## src/rtl/prog_logic_fn_pkg.sv

```systemverilog
// -----------------------------------------------------------------------------
// prog_logic_pkg
// Shared definitions for the programmable logic function and its sweep checker:
//   - state_t      : controller states (IDLE, LOAD, DRIVE, SAMPLE, DONE)
//   - table_depth(): number of truth-table entries for a given input count
// Optional build macro used by the files of this block: FAIL_MAP_EN.
// -----------------------------------------------------------------------------
package prog_logic_pkg;

    typedef enum logic [2:0] {
        IDLE   = 3'd0,
        LOAD   = 3'd1,
        DRIVE  = 3'd2,
        SAMPLE = 3'd3,
        DONE   = 3'd4
    } state_t;

    // Truth-table depth is 2^n_in entries.
    function automatic int table_depth(input int n_in);
        return 1 << n_in;
    endfunction

endpackage

```

## src/rtl/prog_logic_fn_if.sv

```systemverilog
// -----------------------------------------------------------------------------
// prog_logic_fn_if
// Bundles the function, table-load and sweep signals of prog_logic_fn.
//   x_in        : function input (run mode)
//   y_out       : registered table[x_in]
//   load_start  : pulse, begin serial table load
//   load_bit    : serial table data, code 0 first
//   load_valid  : qualifies load_bit
//   sweep_start : pulse, begin exhaustive sweep
//   stim_out    : code driven into the external block under check
//   dut_y       : response of the external block
//   busy        : controller not idle
//   sweep_done  : one-cycle pulse at end of sweep
//   sweep_fail  : sticky, any mismatch in the last sweep
//   fail_code   : first mismatching code in the last sweep
//   fail_map    : per-code mismatch bits (only when FAIL_MAP_EN is defined)
// Modports: master = environment driving the block, slave = prog_logic_fn.
// -----------------------------------------------------------------------------
interface prog_logic_fn_if #(
    parameter int N_IN = 3
);
    logic [N_IN-1:0]      x_in;
    logic                 y_out;
    logic                 load_start;
    logic                 load_bit;
    logic                 load_valid;
    logic                 sweep_start;
    logic [N_IN-1:0]      stim_out;
    logic                 dut_y;
    logic                 busy;
    logic                 sweep_done;
    logic                 sweep_fail;
    logic [N_IN-1:0]      fail_code;
`ifdef FAIL_MAP_EN
    logic [(1<<N_IN)-1:0] fail_map;

    modport master (
        output x_in, load_start, load_bit, load_valid, sweep_start, dut_y,
        input  y_out, stim_out, busy, sweep_done, sweep_fail, fail_code, fail_map
    );

    modport slave (
        input  x_in, load_start, load_bit, load_valid, sweep_start, dut_y,
        output y_out, stim_out, busy, sweep_done, sweep_fail, fail_code, fail_map
    );
`else
    modport master (
        output x_in, load_start, load_bit, load_valid, sweep_start, dut_y,
        input  y_out, stim_out, busy, sweep_done, sweep_fail, fail_code
    );

    modport slave (
        input  x_in, load_start, load_bit, load_valid, sweep_start, dut_y,
        output y_out, stim_out, busy, sweep_done, sweep_fail, fail_code
    );
`endif

endinterface

```

## src/rtl/prog_logic_fn_sweep_ctrl.sv

```systemverilog
// -----------------------------------------------------------------------------
// prog_logic_sweep_ctrl
// Code and settle counters plus the compare/fail bookkeeping for the sweep.
//   clk, reset  : clock, asynchronous active-high reset
//   state       : current controller state (from prog_logic_fn)
//   sweep_go    : accepted sweep start, clears code and results
//   tbl         : committed truth table
//   dut_y       : response of the external block
//   code        : current sweep code (N_IN+1 bits, terminal compare never wraps)
//   settle_done : last DRIVE cycle of the current code
//   last_code   : current code is the final table entry
//   sweep_fail  : sticky mismatch flag
//   fail_code   : first mismatching code
//   fail_map    : per-code mismatch bits (FAIL_MAP_EN only)
// -----------------------------------------------------------------------------
module prog_logic_sweep_ctrl
    import prog_logic_pkg::*;
#(
    parameter int N_IN   = 3,
    parameter int SETTLE = 2
) (
    input  logic                          clk,
    input  logic                          reset,
    input  state_t                        state,
    input  logic                          sweep_go,
    input  logic [table_depth(N_IN)-1:0]  tbl,
    input  logic                          dut_y,
    output logic [N_IN:0]                 code,
    output logic                          settle_done,
    output logic                          last_code,
    output logic                          sweep_fail,
    output logic [N_IN-1:0]               fail_code
`ifdef FAIL_MAP_EN
    ,
    output logic [table_depth(N_IN)-1:0]  fail_map
`endif
);

    localparam int DEPTH = table_depth(N_IN);
    localparam int SW    = (SETTLE < 2) ? 1 : $clog2(SETTLE + 1);

    logic [SW-1:0] settle_cnt;
    logic          mismatch;

    assign settle_done = (state == DRIVE) && (settle_cnt == SW'(SETTLE - 1));
    assign last_code   = (code == (N_IN+1)'(DEPTH - 1));
    assign mismatch    = (state == SAMPLE) && (dut_y != tbl[code[N_IN-1:0]]);

    // Settle counter runs only while a code is being driven.
    always_ff @(posedge clk or posedge reset) begin
        if (reset) begin
            settle_cnt <= '0;
        end else if ((state == DRIVE) && !settle_done) begin
            settle_cnt <= settle_cnt + SW'(1);
        end else begin
            settle_cnt <= '0;
        end
    end

    always_ff @(posedge clk or posedge reset) begin
        if (reset) begin
            code <= '0;
        end else if (sweep_go) begin
            code <= '0;
        end else if ((state == SAMPLE) && !last_code) begin
            code <= code + (N_IN+1)'(1);
        end
    end

    // fail_code latches only on the first mismatch of a sweep.
    always_ff @(posedge clk or posedge reset) begin
        if (reset) begin
            sweep_fail <= 1'b0;
            fail_code  <= '0;
        end else if (sweep_go) begin
            sweep_fail <= 1'b0;
            fail_code  <= '0;
        end else if (mismatch) begin
            sweep_fail <= 1'b1;
            if (!sweep_fail) begin
                fail_code <= code[N_IN-1:0];
            end
        end
    end

`ifdef FAIL_MAP_EN
    always_ff @(posedge clk or posedge reset) begin
        if (reset) begin
            fail_map <= '0;
        end else if (sweep_go) begin
            fail_map <= '0;
        end else if (mismatch) begin
            fail_map[code[N_IN-1:0]] <= 1'b1;
        end
    end
`endif

endmodule

```

## src/rtl/prog_logic_fn.sv

```systemverilog
// -----------------------------------------------------------------------------
// prog_logic_fn
// Programmable N_IN-input logic function with a hardware truth-table checker.
// Holds a 2^N_IN-bit table, registers y_out = table[x_in] every cycle, accepts
// a serially loaded replacement table (committed atomically after the last
// bit), and can sweep every input code into an external block, comparing its
// response with the table.
// Ports:
//   clk   : rising-edge clock
//   reset : asynchronous active-high reset, clears all state
//   bus   : prog_logic_fn_if.slave (x_in/y_out, load_*, sweep_*, stim_out,
//           dut_y, busy, sweep_done, sweep_fail, fail_code[, fail_map])
// Parameters: N_IN (1..8), DEFAULT_TABLE (reset table, bit k = output for
//   code k), SETTLE (cycles each sweep code is held before sampling, >= 1).
// Build macro: FAIL_MAP_EN adds the per-code fail_map output.
// -----------------------------------------------------------------------------
module prog_logic_fn
    import prog_logic_pkg::*;
#(
    parameter int                         N_IN          = 3,
    parameter logic [table_depth(N_IN)-1:0] DEFAULT_TABLE = 8'b0011_1100,
    parameter int                         SETTLE        = 2
) (
    input  logic            clk,
    input  logic            reset,
    prog_logic_fn_if.slave  bus
);

    localparam int DEPTH = table_depth(N_IN);

    state_t           state;
    state_t           state_nxt;
    logic [DEPTH-1:0] tbl;
    logic [DEPTH-1:0] shadow;
    logic [DEPTH-1:0] shadow_nxt;
    logic [N_IN-1:0]  idx;
    logic [N_IN:0]    code;
    logic             load_go;
    logic             sweep_go;
    logic             load_last;
    logic             settle_done;
    logic             last_code;

    // Load has priority when both starts arrive together; starts are only
    // honoured from IDLE.
    assign load_go   = (state == IDLE) && bus.load_start;
    assign sweep_go  = (state == IDLE) && bus.sweep_start && !bus.load_start;
    assign load_last = (state == LOAD) && bus.load_valid && (idx == N_IN'(DEPTH - 1));

    always_ff @(posedge clk or posedge reset) begin
        if (reset) begin
            state <= IDLE;
        end else begin
            state <= state_nxt;
        end
    end

    always_comb begin
        state_nxt = state;
        case (state)
            IDLE: begin
                if (bus.load_start) begin
                    state_nxt = LOAD;
                end else if (bus.sweep_start) begin
                    state_nxt = DRIVE;
                end
            end
            LOAD: begin
                if (load_last) begin
                    state_nxt = IDLE;
                end
            end
            DRIVE: begin
                if (settle_done) begin
                    state_nxt = SAMPLE;
                end
            end
            SAMPLE: begin
                state_nxt = last_code ? DONE : DRIVE;
            end
            DONE: begin
                state_nxt = IDLE;
            end
            default: begin
                state_nxt = IDLE;
            end
        endcase
    end

    // stim_out follows the code only while a code is being held; it reads 0
    // in DONE and IDLE.
    always_comb begin
        bus.busy       = (state != IDLE);
        bus.sweep_done = (state == DONE);
        bus.stim_out   = '0;
        if ((state == DRIVE) || (state == SAMPLE)) begin
            bus.stim_out = code[N_IN-1:0];
        end
    end

    // Shadow with the incoming bit merged, so the last bit and the commit
    // happen on the same edge.
    always_comb begin
        shadow_nxt      = shadow;
        shadow_nxt[idx] = bus.load_bit;
    end

    always_ff @(posedge clk or posedge reset) begin
        if (reset) begin
            tbl    <= DEFAULT_TABLE;
            shadow <= DEFAULT_TABLE;
            idx    <= '0;
        end else if (load_go) begin
            shadow <= tbl;
            idx    <= '0;
        end else if ((state == LOAD) && bus.load_valid) begin
            shadow <= shadow_nxt;
            idx    <= idx + N_IN'(1);
            if (load_last) begin
                tbl <= shadow_nxt;
            end
        end
    end

    always_ff @(posedge clk or posedge reset) begin
        if (reset) begin
            bus.y_out <= 1'b0;
        end else begin
            bus.y_out <= tbl[bus.x_in];
        end
    end

    prog_logic_sweep_ctrl #(
        .N_IN   (N_IN),
        .SETTLE (SETTLE)
    ) u_sweep_ctrl (
        .clk         (clk),
        .reset       (reset),
        .state       (state),
        .sweep_go    (sweep_go),
        .tbl         (tbl),
        .dut_y       (bus.dut_y),
        .code        (code),
        .settle_done (settle_done),
        .last_code   (last_code),
        .sweep_fail  (bus.sweep_fail),
        .fail_code   (bus.fail_code)
`ifdef FAIL_MAP_EN
        ,
        .fail_map    (bus.fail_map)
`endif
    );

endmodule
```

## src/flat_wrapper.sv

```systemverilog
// flat-port wrapper written by rule: the top's interface ports become plain ports
module prog_logic_fn_flat import prog_logic_pkg::*;
#(
    parameter int                         N_IN          = 3,
    parameter logic [table_depth(N_IN)-1:0] DEFAULT_TABLE = 8'b0011_1100,
    parameter int                         SETTLE        = 2
)
  (clk, reset, bus_x_in, bus_load_start, bus_load_bit, bus_load_valid, bus_sweep_start, bus_dut_y, bus_y_out, bus_stim_out, bus_busy, bus_sweep_done, bus_sweep_fail, bus_fail_code);
  prog_logic_fn_if #(.N_IN(N_IN)) bus_i ();
  input  logic clk;
  input  logic reset;
  input wire logic [$bits(bus_i.x_in)-1:0] bus_x_in;
  input wire logic [$bits(bus_i.load_start)-1:0] bus_load_start;
  input wire logic [$bits(bus_i.load_bit)-1:0] bus_load_bit;
  input wire logic [$bits(bus_i.load_valid)-1:0] bus_load_valid;
  input wire logic [$bits(bus_i.sweep_start)-1:0] bus_sweep_start;
  input wire logic [$bits(bus_i.dut_y)-1:0] bus_dut_y;
  output wire logic [$bits(bus_i.y_out)-1:0] bus_y_out;
  output wire logic [$bits(bus_i.stim_out)-1:0] bus_stim_out;
  output wire logic [$bits(bus_i.busy)-1:0] bus_busy;
  output wire logic [$bits(bus_i.sweep_done)-1:0] bus_sweep_done;
  output wire logic [$bits(bus_i.sweep_fail)-1:0] bus_sweep_fail;
  output wire logic [$bits(bus_i.fail_code)-1:0] bus_fail_code;
  assign bus_i.x_in = bus_x_in;
  assign bus_i.load_start = bus_load_start;
  assign bus_i.load_bit = bus_load_bit;
  assign bus_i.load_valid = bus_load_valid;
  assign bus_i.sweep_start = bus_sweep_start;
  assign bus_i.dut_y = bus_dut_y;
  assign bus_y_out = bus_i.y_out;
  assign bus_stim_out = bus_i.stim_out;
  assign bus_busy = bus_i.busy;
  assign bus_sweep_done = bus_i.sweep_done;
  assign bus_sweep_fail = bus_i.sweep_fail;
  assign bus_fail_code = bus_i.fail_code;
  prog_logic_fn #(.N_IN(N_IN), .DEFAULT_TABLE(DEFAULT_TABLE), .SETTLE(SETTLE)) u_core (.clk(clk), .reset(reset), .bus(bus_i));
endmodule
```

## config.mk

```make
export PLATFORM = sky130hd
export DESIGN_NAME = prog_logic_fn_flat
export DESIGN_NICKNAME = d
export VERILOG_FILES = /design/src/rtl/prog_logic_fn_pkg.sv /design/src/rtl/prog_logic_fn_if.sv /design/src/rtl/prog_logic_fn_sweep_ctrl.sv /design/src/rtl/prog_logic_fn.sv /design/src/flat_wrapper.sv
export SDC_FILE = /design/constraint.sdc
export NUM_CORES = 1
export LEC_CHECK = 0
export CAP_MARGIN = 10
export CORE_MARGIN = 5
export CORE_UTILIZATION = 35
export DETAILED_ROUTE_END_ITERATION = 10
export PLACE_DENSITY_LB_ADDON = 0.15
export SLEW_MARGIN = 10
export SYNTH_ARGS = -nofsm -noshare
export SYNTH_HDL_FRONTEND = slang
export SYNTH_SLANG_ARGS = --single-unit
```

## constraint.sdc

```tcl
create_clock -name clk -period 3.7 [get_ports clk]
set_input_delay 0.74 -clock clk [delete_from_list [all_inputs] [get_ports clk]]
set_output_delay 0.74 -clock clk [all_outputs]
set_load 0.03 [all_outputs]
```

==> impl_results.md, run 1 <==
- Status: complete, no violations
- Sequential fraction of the synthesis area: 44.7%
- Final setup vio count: 0
- Most common cell after layout, fill and taps aside: nor2_1
- Initial DRC Count: 108
- Crit. End Element: output pin
- Leakage: 0.936 nW
- Setup Buffers After CTS: 0
- Die Ht: 83.1 µm
- IO Port Bufs: 19
- Routability cong.: 0.822
- Max-cap violations: 0
- Min-delay worst type: reg -> reg
- #FFs+latches synth: 33
- Post-synthesis cell type count: 39
- Worst skew pair latency: between 0.2 and 0.3 ns
- Critical Path, Cell by Cell: nor3_1 > inv_1 > clkdlybuf4s50_1
- Synth warnings: 0
- Area delta synth->final: 17.7%
- Crit Path Class: reg -> out
- Antenna cell count: 0
- Overflow after GRT: 0
- Clock Root Buffer: clkbuf_8
- Setup TNS: 0 ns
- CTS tree: built
- Slew @ Worst Pin: 0.493 ns
- Most frequent cells in the layout: nor2_1 (28), dfrtp_1 (25), clkdlybuf4s50_1 (19)
- Number of global-route vias before repair: 1,443
- P per Cell Area: slightly above 700 nW/µm²
- Crit path launch type: flop
- Slowest stage cell, crit path: clkdlybuf4s50_1
- H-tree levels: 2
- Antenna violations before repair: 0
- Slew Viols, Final: 0
- Final HPWL DP: ~3 mm
- First-pass GRT wire length: 7.33 mm
- CTS buffer count: 5
- Post-route ant nets: 0
- Starting Density: a little over a third
- Peak supply drop: roughly 0.33 mV
- Final Hold Vio Count: 0
- Drt wl/cell: 15.6 µm
- Drt total wl: 4.26 mm
- CP max FO: 12
- Gate Count Post-Synth: roughly 190
- Fraction of layout cells with a size suffix above 1: 14.3%
- Pre-Repair DR Iteration Count: 4
- Row Count: 26
- Period utilization: between 70 and 80%
- Rel. slew slack: 67.0%
- Post-route minimum period: 2.70 ns
- Largest net degree at the start of global routing: 34
- Final Cell Area: 2200 µm²
- Worst Path Required: 2.96 ns
- Clk sinks: 33
- Core Area: 5140 µm²
- Max incr delay on CP: 0.61 ns
- Post-CTS Resized: 0
- Max Clock Freq: 370 MHz
- Hold_buf cts: 0
- Clk_skew: 0.00765 ns
- RSZ-0062 raised after global routing: no
- DRC violations left: 0
- Synthesized Nets: 201
- Avg Inst Size Synth: approximately 10 µm²
- Tot GR Track Use: 13.1%
- Vias per inst: 5.32
- Die ar.: 6910 µm²
- Via count: around 1,500
- Crit path DAT: 1.96 ns
- Top Ports: 20
- CTS max path bufs: 2
- Final #Nets: 216
- Clock slew at reported path FFs: 0.07 ns
- Post-Syn Area: 1870 µm²
- Placed Area: approximately 2100 µm²
- Die W: 83.1 µm
-- synthesized netlist by cell type (all sizes together) --
| library cell | instances | share of area, % |
|---|---|---|
| o311ai | 1 | 1.4 |
| a22oi | 1 | 0.67 |
| nor2b | 3 | 1.0 |
| dfrtp | 25 | 33 |
| clkbuf | 6 | 1.2 |
| a22o | 8 | 3.7 |
| dfstp | 8 | 11 |
| mux2 | 2 | 1.4 |
| nor3 | 4 | 1.1 |
| mux2i | 17 | 9.3 |
| nor2 | 28 | 5.6 |
| a31oi | 1 | 0.33 |
| and4bb | 1 | 0.67 |
| buf | 7 | 2.1 |
| a311oi | 1 | 0.47 |
| nand2 | 13 | 2.6 |
| xor2 | 1 | 0.47 |
| nand4bb | 1 | 0.60 |
| o21bai | 1 | 0.40 |
| o22ai | 8 | 2.7 |
| inv | 6 | 1.2 |
| xnor2 | 2 | 0.94 |
| o21ai | 6 | 1.6 |
| nand3b | 4 | 2.3 |
| nand3 | 4 | 1.1 |
| nor3b | 5 | 2.0 |
| o21a | 1 | 0.40 |
| mux4 | 2 | 2.4 |
| ha | 4 | 2.7 |
| nor4 | 1 | 0.33 |
| and2 | 4 | 1.4 |
| or4b | 1 | 0.54 |
| a21oi | 10 | 2.7 |
-- metal layers --
metal / GRT usage, % / up-vias / wire, µm
met1: 17.9 / 705 / 2020
li1: - / 692 / -
met3: 3.56 / 11 / 206
met2: 20.6 / 43 / 1970
met4: 3.27 / 0 / 60
met5: 0 / - / 0
-- flip-flops by register name (all words and copies together), names as in the netlist --
signal and flops:
u_core.shadow 8, u_core.tbl 8, u_core.u_sweep_ctrl.code 4, u_core.idx 3, u_core.state 3, u_core.u_sweep_ctrl.fail_code 3
u_core.u_sweep_ctrl.settle_cnt 2, u_core.bus.y_out 1, u_core.u_sweep_ctrl.sweep_fail 1
-- worst paths after layout --
path	startpoint	end	slack, ns	cells after the start
max	u_core.state[0]	bus_busy	1.0	3
min	u_core.u_sweep_ctrl.settle_cnt[0]	u_core.u_sweep_ctrl.settle_cnt[0]	0.43	1
max reg2reg	u_core.idx[0]	u_core.tbl[6]	1.70	4
min reg2reg	u_core.u_sweep_ctrl.settle_cnt[0]	u_core.u_sweep_ctrl.settle_cnt[0]	0.43	1
max in group asynchronous	reset	u_core.tbl[2]	2.51	3
min in group asynchronous	reset	u_core.u_sweep_ctrl.settle_cnt[1]	0.85	3
-- power breakdown --
group	switching, mW	total (mW)	internal (mW)
sequential	0.166	0.683	0.517
clock	0.129	0.297	0.168
combinational	0.318	0.617	0.299
-- kinds of logic (layout without fill, tap and decap cells) --
kind of cell	count (synthesis)	in the layout	share of synthesized area, %
AOI/OAI and AO/OA	38	38	14.4
DFF	33	33	44.7
buffers and inverters	19	35	4.55
xor gates and xnor gates	3	3	1.40
muxes	21	21	13.1
and+or+nand+nor	69	69	19.2
adders and majority gates	4	4	2.68
-- worst max-delay path: cells and delay by family, from the launching register on --
kind / cells / cell delay (ns)
buffers and inverters: 2 / 0.71
DFF: 1 / 0.52
and+or+nand+nor: 1 / 0.44
-- area by class of cell --
class                           instances  area [µm²]
Multi-Input combinational cell        135         950
Clock inverter                          1        5.00
Clock buffer                            7        96.3
Sequential cell                        33         836
Timing Repair Buffer                   21         205
Fill cell                             525        2940
Inverter                                6        22.5
Tap cell                               70        87.6
-- through the flow --
stage               hold slack [ns]  setup WS [ns]  power (mW)  std cells  utilization (%)
floorplan                     0.407           1.66        1.14        187                -
global placement              0.420           1.36        1.28        265             40.9
global route                  0.454          0.908        1.73        273             42.8
CTS                           0.437           1.00        1.61        273             42.8
finish                        0.433           1.00        1.60        273             42.8
detailed placement            0.427           1.32        1.31        265             40.9
Power figures use the tool's default switching activity.
==> run 2: changes to the inputs <==
==> constraint.sdc (replaced) <==
create_clock -name clk -period 2.4 [get_ports clk]
set_input_delay 0.48 -clock clk [delete_from_list [all_inputs] [get_ports clk]]
set_output_delay 0.48 -clock clk [all_outputs]
set_load 0.03 [all_outputs]
==> run 2 against run 1 <==
Against the previous run:
- clock-buffer cell count stayed put
- sequential share of layout area is 0.35 points lower
- routed wire length is 2.9% lower
- setup slack worse by 0.84 ns
- die area stayed put
- sequential power is 52% higher
- design area is 1.1% higher
- first-iteration DRC count is 62% lower
==> impl_results.md, run 2 (synthesized netlist as in run 1, its figures left out) <==
- PnR Total Power: 2.46 mW (was 1.60 mW)
- Tot GR Track Use: 13.0% (was 13.1%)
- H-tree levels: 2 (unchanged)
- Post-route minimum period: around 2.2 ns
- Period utilization: 93.4%
- Hold EP: u_core.u_sweep_ctrl.settle_cnt[0] (unchanged)
- Worst flop-to-flop path startpoint: u_core.idx[0] (unchanged)
- Most frequent cells in the layout: nor2_1 (28), dfrtp_1 (24), mux2i_1 (16) (was nor2_1 (28), dfrtp_1 (25), clkdlybuf4s50_1 (19))
- First-pass GRT wire length: 7.27 mm (was 7.33 mm)
- Fill count: 510 (was 525)
- Via count: 1,424 (was 1,451)
- Crit path DAT: 1.76 ns (was 1.96 ns)
- Worst skew pair latency: 0.29 ns (was 0.28 ns)
- Number of global-route vias before repair: 1,437 (was 1,443)
- Starting Density: 36.4% (unchanged)
- Peak supply drop: 0.460 mV (was 0.327 mV)
- Worst Path Required: 1.92 ns (was 2.96 ns)
- Drt wl/cell: 15.1 µm (was 15.6 µm)
- Max Clock Freq: around 450 MHz
- CP bufs+invs: 2 (unchanged)
- Reg2Reg Setup Slack: 0.44 ns (was 1.70 ns)
- Overflow after GRT: 0 (unchanged)
- Clock slew at reported path FFs: 0.07 ns (about the same)
- Die Ht: 83.1 µm (unchanged)
- Final #Nets: 217 (was 216)
- Top Ports: 20 (unchanged)
- Critical Path, Cell by Cell: nor3_2 > inv_1 > clkdlybuf4s50_1 (was nor3_1 > inv_1 > clkdlybuf4s50_1)
- Max-cap violations: 0 (unchanged)
- Pre-Repair DR Iteration Count: 4 (unchanged)
- Setup TNS: 0 ns (unchanged)
- Final Hold Vio Count: 0 (unchanged)
- Slew Viols, Final: 0 (unchanged)
- Die W: 83.1 µm (unchanged)
- RSZ-0062 raised after global routing: no (unchanged)
- Max incr delay on CP: 0.60 ns (was 0.61 ns)
- Clk sinks: 33 (unchanged)
- Routability cong.: 0.821 (was 0.822)
- Hold_sp: u_core.u_sweep_ctrl.settle_cnt[0] (unchanged)
- IO Port Bufs: 19 (unchanged)
- Initial DRC Count: 41 (was 108)
- Slowest stage cell, crit path: clkdlybuf4s50_1 (unchanged)
- Antenna cell count: 0 (unchanged)
- Crit. End Element: output pin (unchanged)
- R2R cell count: 4 (unchanged)
- CTS tree: built (unchanged)
- Min-delay worst type: reg -> reg (unchanged)
- WHS Path Cells: 1 (unchanged)
- Most common cell after layout, fill and taps aside: nor2_1 (unchanged)
- Vias per inst: 5.20 (was 5.32)
- Row Count: 26 (unchanged)
- Worst R2R End: u_core.tbl[7] (was u_core.tbl[6])
- Status: complete, no violations (unchanged)
- Die ar.: 6910 µm² (unchanged)
- CP delay by family, top: buffers and inverters (unchanged)
- CTS buffer count: 5 (unchanged)
- Crit Path Class: reg -> out (unchanged)
- CP max FO: 10 (was 12)
- Rel. slew slack: 66.7% (was 67.0%)
- Clk_skew: 0.00452 ns (was 0.00765 ns)
- Leakage: 1.01 nW (was 0.936 nW)
- Final HPWL DP: 2.96 mm (was 3.04 mm)
- Post-route ant nets: 0 (unchanged)
- Drt total wl: 4.14 mm (was 4.26 mm)
- Core Area: 5140 µm² (unchanged)
- P per Cell Area: 1110 nW/µm² (was 726 nW/µm²)
- Clock Root Buffer: clkbuf_8 (unchanged)
- DRC violations left: 0 (unchanged)
- Crit path launch type: flop (unchanged)
- Antenna violations before repair: 0 (unchanged)
- Largest registers: u_core.shadow: 8 flops, u_core.tbl: 8 flops, u_core.u_sweep_ctrl.code: 4 flops (unchanged)
- Slew @ Worst Pin: 0.498 ns (was 0.493 ns)
- Largest net degree at the start of global routing: 34 (unchanged)
- CTS max path bufs: 2 (unchanged)
- Area delta synth->final: 19.0% (was 17.7%)
- Fraction of layout cells with a size suffix above 1: 15.7% (was 14.3%)
- Final setup vio count: 0 (unchanged)
[run 2: worst max path at each step]
stage / slack [ns] / startpoint / endpoint / cells past startpoint
global route: 0.06 / u_core.state[2] / bus_busy / 3
floorplan: 0.62 / u_core.state[2] / bus_sweep_done / 2
CTS: 0.02 / u_core.state[2] / bus_stim_out[0] / 3
detailed placement: 0.25 / u_core.state[1] / bus_stim_out[0] / 3
global placement: 0.32 / u_core.state[1] / bus_stim_out[0] / 3
finish: 0.16 / u_core.state[2] / bus_busy / 3
[run 2: final cells by class]
type                            count  area [µm²]  share of cell area (%)
Clock buffer                        7        96.3                    4.33
Clock inverter                      1        5.00                   0.225
Inverter                            6        22.5                    1.01
Multi-Input combinational cell    135         955                    42.9
Sequential cell                    33         837                    37.6
Tap cell                           70        87.6                    3.93
Timing Repair Buffer               22         223                    10.0
[run 2: timing repair]
item                       4_1_cts  5_1_grt
setup endpoints to repair        3        5
hold buffers                     0        0
gates resized for setup          1        5
buffers inserted                 0        0
[run 2: power breakdown]
part	leakage [nW]	internal [mW]	switching [mW]
Combinational	0.551	0.472	0.494
Sequential	0.409	0.797	0.238
Clock	0.0542	0.259	0.204
[run 2: through the flow]
step / instance area (µm²) / worst slack [ns] / utilization, % / std cells / hold WS, ns
after floorplan: 1870 / 0.619 / - / 187 / 0.407
after global placement: 2110 / 0.321 / 41.0 / 266 / 0.420
after detailed placement: 2110 / 0.249 / 41.0 / 266 / 0.428
after CTS: 2210 / 0.0235 / 43.0 / 274 / 0.437
after global routing: 2230 / 0.0625 / 43.3 / 274 / 0.460
final: 2230 / 0.158 / 43.3 / 274 / 0.429
[run 2: per-layer routing]
metal / vias to the layer above / track usage (%) / part of all wire (%) / wire length [µm]
met1: 688 / 18.8 / 49 / 2010
met5: - / 0 / 0 / 0
met3: 9 / 3.76 / 5.2 / 213
met2: 34 / 18.4 / 44 / 1830
li1: 693 / - / - / -
met4: 0 / 4.75 / 1.8 / 75
==> run 3: changes to the inputs <==
--- a/config.mk
+++ b/config.mk
@@ -5,8 +5,8 @@
 export SDC_FILE = /design/constraint.sdc
 export NUM_CORES = 1
 export LEC_CHECK = 0
-export CAP_MARGIN = 10
-export CORE_MARGIN = 5
+export CAP_MARGIN = 20
+export CORE_MARGIN = 2
 export CORE_UTILIZATION = 35
 export DETAILED_ROUTE_END_ITERATION = 10
 export PLACE_DENSITY_LB_ADDON = 0.15
==> run 3 against run 2 <==
Against the previous run:
- register-to-register slack worse by 0.02 ns
- non-clock buffer count unchanged
- via count up 4.4%
- clock skew up 0.00078 ns
- utilization about the same
- first-iteration DRC count up 110%
- worst hold slack better by 0.00093 ns
==> impl_results.md, run 3 (synthesized netlist as in run 1, its figures left out) <==
- Leakage: 0.996 nW (was 1.01 nW)
- CTS max path bufs: 2 (unchanged)
- Vias per inst: 5.43 (was 5.20)
- Clock Root Buffer: clkbuf_8 (unchanged)
- Area taken by multi-input logic gates: 955 µm² (unchanged)
- Worst skew pair latency: 0.29 ns (about the same)
- Drt wl/cell: 15.4 µm (was 15.1 µm)
- Post-Route Utilization: 43.3% (about the same)
- Critical Path, Cell by Cell: buf_4 > nor3b_1 > clkdlybuf4s50_1 (was nor3_2 > inv_1 > clkdlybuf4s50_1)
- Final WS setup: 0.0752 ns (was 0.158 ns)
- Setup TNS: 0 ns (unchanged)
- Final setup vio count: 0 (unchanged)
- Clock slew at reported path FFs: 0.07 ns (about the same)
- Die W: 77.1 µm (was 83.1 µm)
- Psw: 0.955 mW (was 0.936 mW)
- Fin cells: 274 (unchanged)
- RSZ-0062 raised after global routing: no (unchanged)
- Tot GR Track Use: 15.6% (was 13.0%)
- Rel. slew slack: 65.9% (was 66.7%)
- Number of global-route vias before repair: 1,422 (was 1,437)
- Peak supply drop: 0.426 mV (was 0.460 mV)
- Overflow after GRT: 0 (unchanged)
- Worst Path Required: 1.92 ns (about the same)
- Initial DRC Count: 86 (was 41)
- Final Hold Vio Count: 0 (unchanged)
- Slew Viols, Final: 0 (unchanged)
- Area delta synth->final: 18.9% (was 19.0%)
- Die Ht: 77.1 µm (was 83.1 µm)
- Max incr delay on CP: 0.70 ns (was 0.60 ns)
- Largest net degree at the start of global routing: 34 (unchanged)
- CP max FO: 9 (was 10)
- Min-delay worst type: reg -> reg (unchanged)
- IO Port Bufs: 19 (unchanged)
- Pint: 1.53 mW (about the same)
- Routability cong.: 0.804 (was 0.821)
- P per Cell Area: 1120 nW/µm² (was 1110 nW/µm²)
- Row Count: 26 (unchanged)
- Max Clock Freq: 430 MHz (was 446 MHz)
- Inst Count DP: 266 (unchanged)
- Antenna cell count: 0 (unchanged)
- CTS buffer count: 5 (unchanged)
- Most common cell after layout, fill and taps aside: nor2_1 (unchanged)
- Sw Ratio: 38.5% (was 38.0%)
- Slowest stage cell, crit path: clkdlybuf4s50_1 (unchanged)
- Drt total wl: 4.21 mm (was 4.14 mm)
- Post-route minimum period: 2.32 ns (was 2.24 ns)
- Final HPWL DP: 2.99 mm (was 2.96 mm)
- Crit Path Class: reg -> out (unchanged)
- Fraction of layout cells with a size suffix above 1: 15.7% (unchanged)
- Via count: 1,487 (was 1,424)
- H-tree levels: 2 (unchanged)
- PnR Total Power: 2.48 mW (was 2.46 mW)
- Clock share of power: 19.1% (was 18.8%)
- Part of the power in combinational logic: 38.9% (was 39.2%)
- Status: complete, no violations (unchanged)
- Clk_skew: 0.00529 ns (was 0.00452 ns)
- Period utilization: 96.9% (was 93.4%)
- Crit path launch type: flop (unchanged)
- Pre-Repair DR Iteration Count: 4 (unchanged)
- Fill count: 507 (was 510)
- Largest registers: u_core.shadow: 8 flops, u_core.tbl: 8 flops, u_core.u_sweep_ctrl.code: 4 flops (unchanged)
- Starting Density: 36.4% (unchanged)
- CTS tree: built (unchanged)
- Final #Nets: 217 (unchanged)
- Reg area: 837 µm² (unchanged)
- Post-route ant nets: 0 (unchanged)
- Core Area: 5140 µm² (unchanged)
- Die ar.: 5950 µm² (was 6910 µm²)
- Clk sinks: 33 (unchanged)
- Max-cap violations: 0 (unchanged)
- Antenna violations before repair: 0 (unchanged)
- Dpl ws: 0.290 ns (was 0.249 ns)
- Top Ports: 20 (unchanged)
- DRC violations left: 0 (unchanged)
- Crit path DAT: 1.84 ns (was 1.76 ns)
- Slew @ Worst Pin: 0.510 ns (was 0.498 ns)
- Sequential group share of total power: 42.0% (about the same)
- Most frequent cells in the layout: nor2_1 (28), dfrtp_1 (24), mux2i_1 (16), clkdlybuf4s50_1 (16), nand2_1 (13) (was nor2_1 (28), dfrtp_1 (24), mux2i_1 (16))
- First-pass GRT wire length: 7.23 mm (was 7.27 mm)
- Crit. End Element: output pin (unchanged)
run 3: changes by cell type in the layout (fill, tap and decap cells not counted):
cell	previous run	this run
clkdlybuf4s50_1	15	16
dlymetal6s2s_1	4	3
run 3: worst max-delay path, delay by kind of cell, from the launching register on:
family / cells / cell delay (ns)
flops: 1 / 0.47
simple gates: 1 / 0.18
buf+inv: 2 / 0.90
run 3: routing by layer:
layer	track usage, %	routed length [µm]	up-vias
met5	0	0	-
met4	7.86	104	0
met3	3.41	285	9
met2	23.9	1950	48
met1	20.9	1870	738
li1	-	-	692
run 3: metrics by stage:
step	hold slack, ns	area [µm²]
after CTS	0.436	2210
after global routing	0.454	2220
after detailed placement	0.426	2110
final	0.430	2220
after floorplan	0.407	1870
after global placement	0.420	2110
run 3: cell type report:
cell class / instances / area share [%]
Multi-Input combinational cell: 135 / 42.9
Timing Repair Buffer: 22 / 9.90
Clock inverter: 1 / 0.225
Tap cell: 70 / 3.94
Sequential cell: 33 / 37.6
Inverter: 6 / 1.01
Clock buffer: 7 / 4.33
run 3: timing repair:
item | CTS | global route
gates resized for setup | 1 | 4
hold buffers | 0 | 0
setup buffers | 0 | 0
endpoints found under the setup margin | 3 | 4
run 3: worst paths after layout:
check / slack (ns) / cells after the start / to / from
setup / recovery: 0.08 / 3 / bus_sweep_done / u_core.state[0]
hold / removal: 0.43 / 1 / u_core.u_sweep_ctrl.settle_cnt[0] / u_core.u_sweep_ctrl.settle_cnt[0]
setup reg to reg: 0.42 / 4 / u_core.tbl[6] / u_core.idx[0]
hold reg to reg: 0.43 / 1 / u_core.u_sweep_ctrl.settle_cnt[0] / u_core.u_sweep_ctrl.settle_cnt[0]
max in group asynchronous: 1.48 / 3 / u_core.shadow[3] / reset
min in group asynchronous: 0.58 / 3 / u_core.u_sweep_ctrl.settle_cnt[1] / reset
run 3: power by group through the flow:
stage / clock network, mW / logic (mW) / registers (mW)
3_3_place_gp: 0 / 0.951 / 1.03
4_1_cts: 0.486 / 0.977 / 1.04
6_report: 0.475 / 0.966 / 1.04
3_5_place_dp: 0 / 0.974 / 1.04
5_1_grt: 0.518 / 1.07 / 1.08
2_1_floorplan: 0 / 0.778 / 0.981
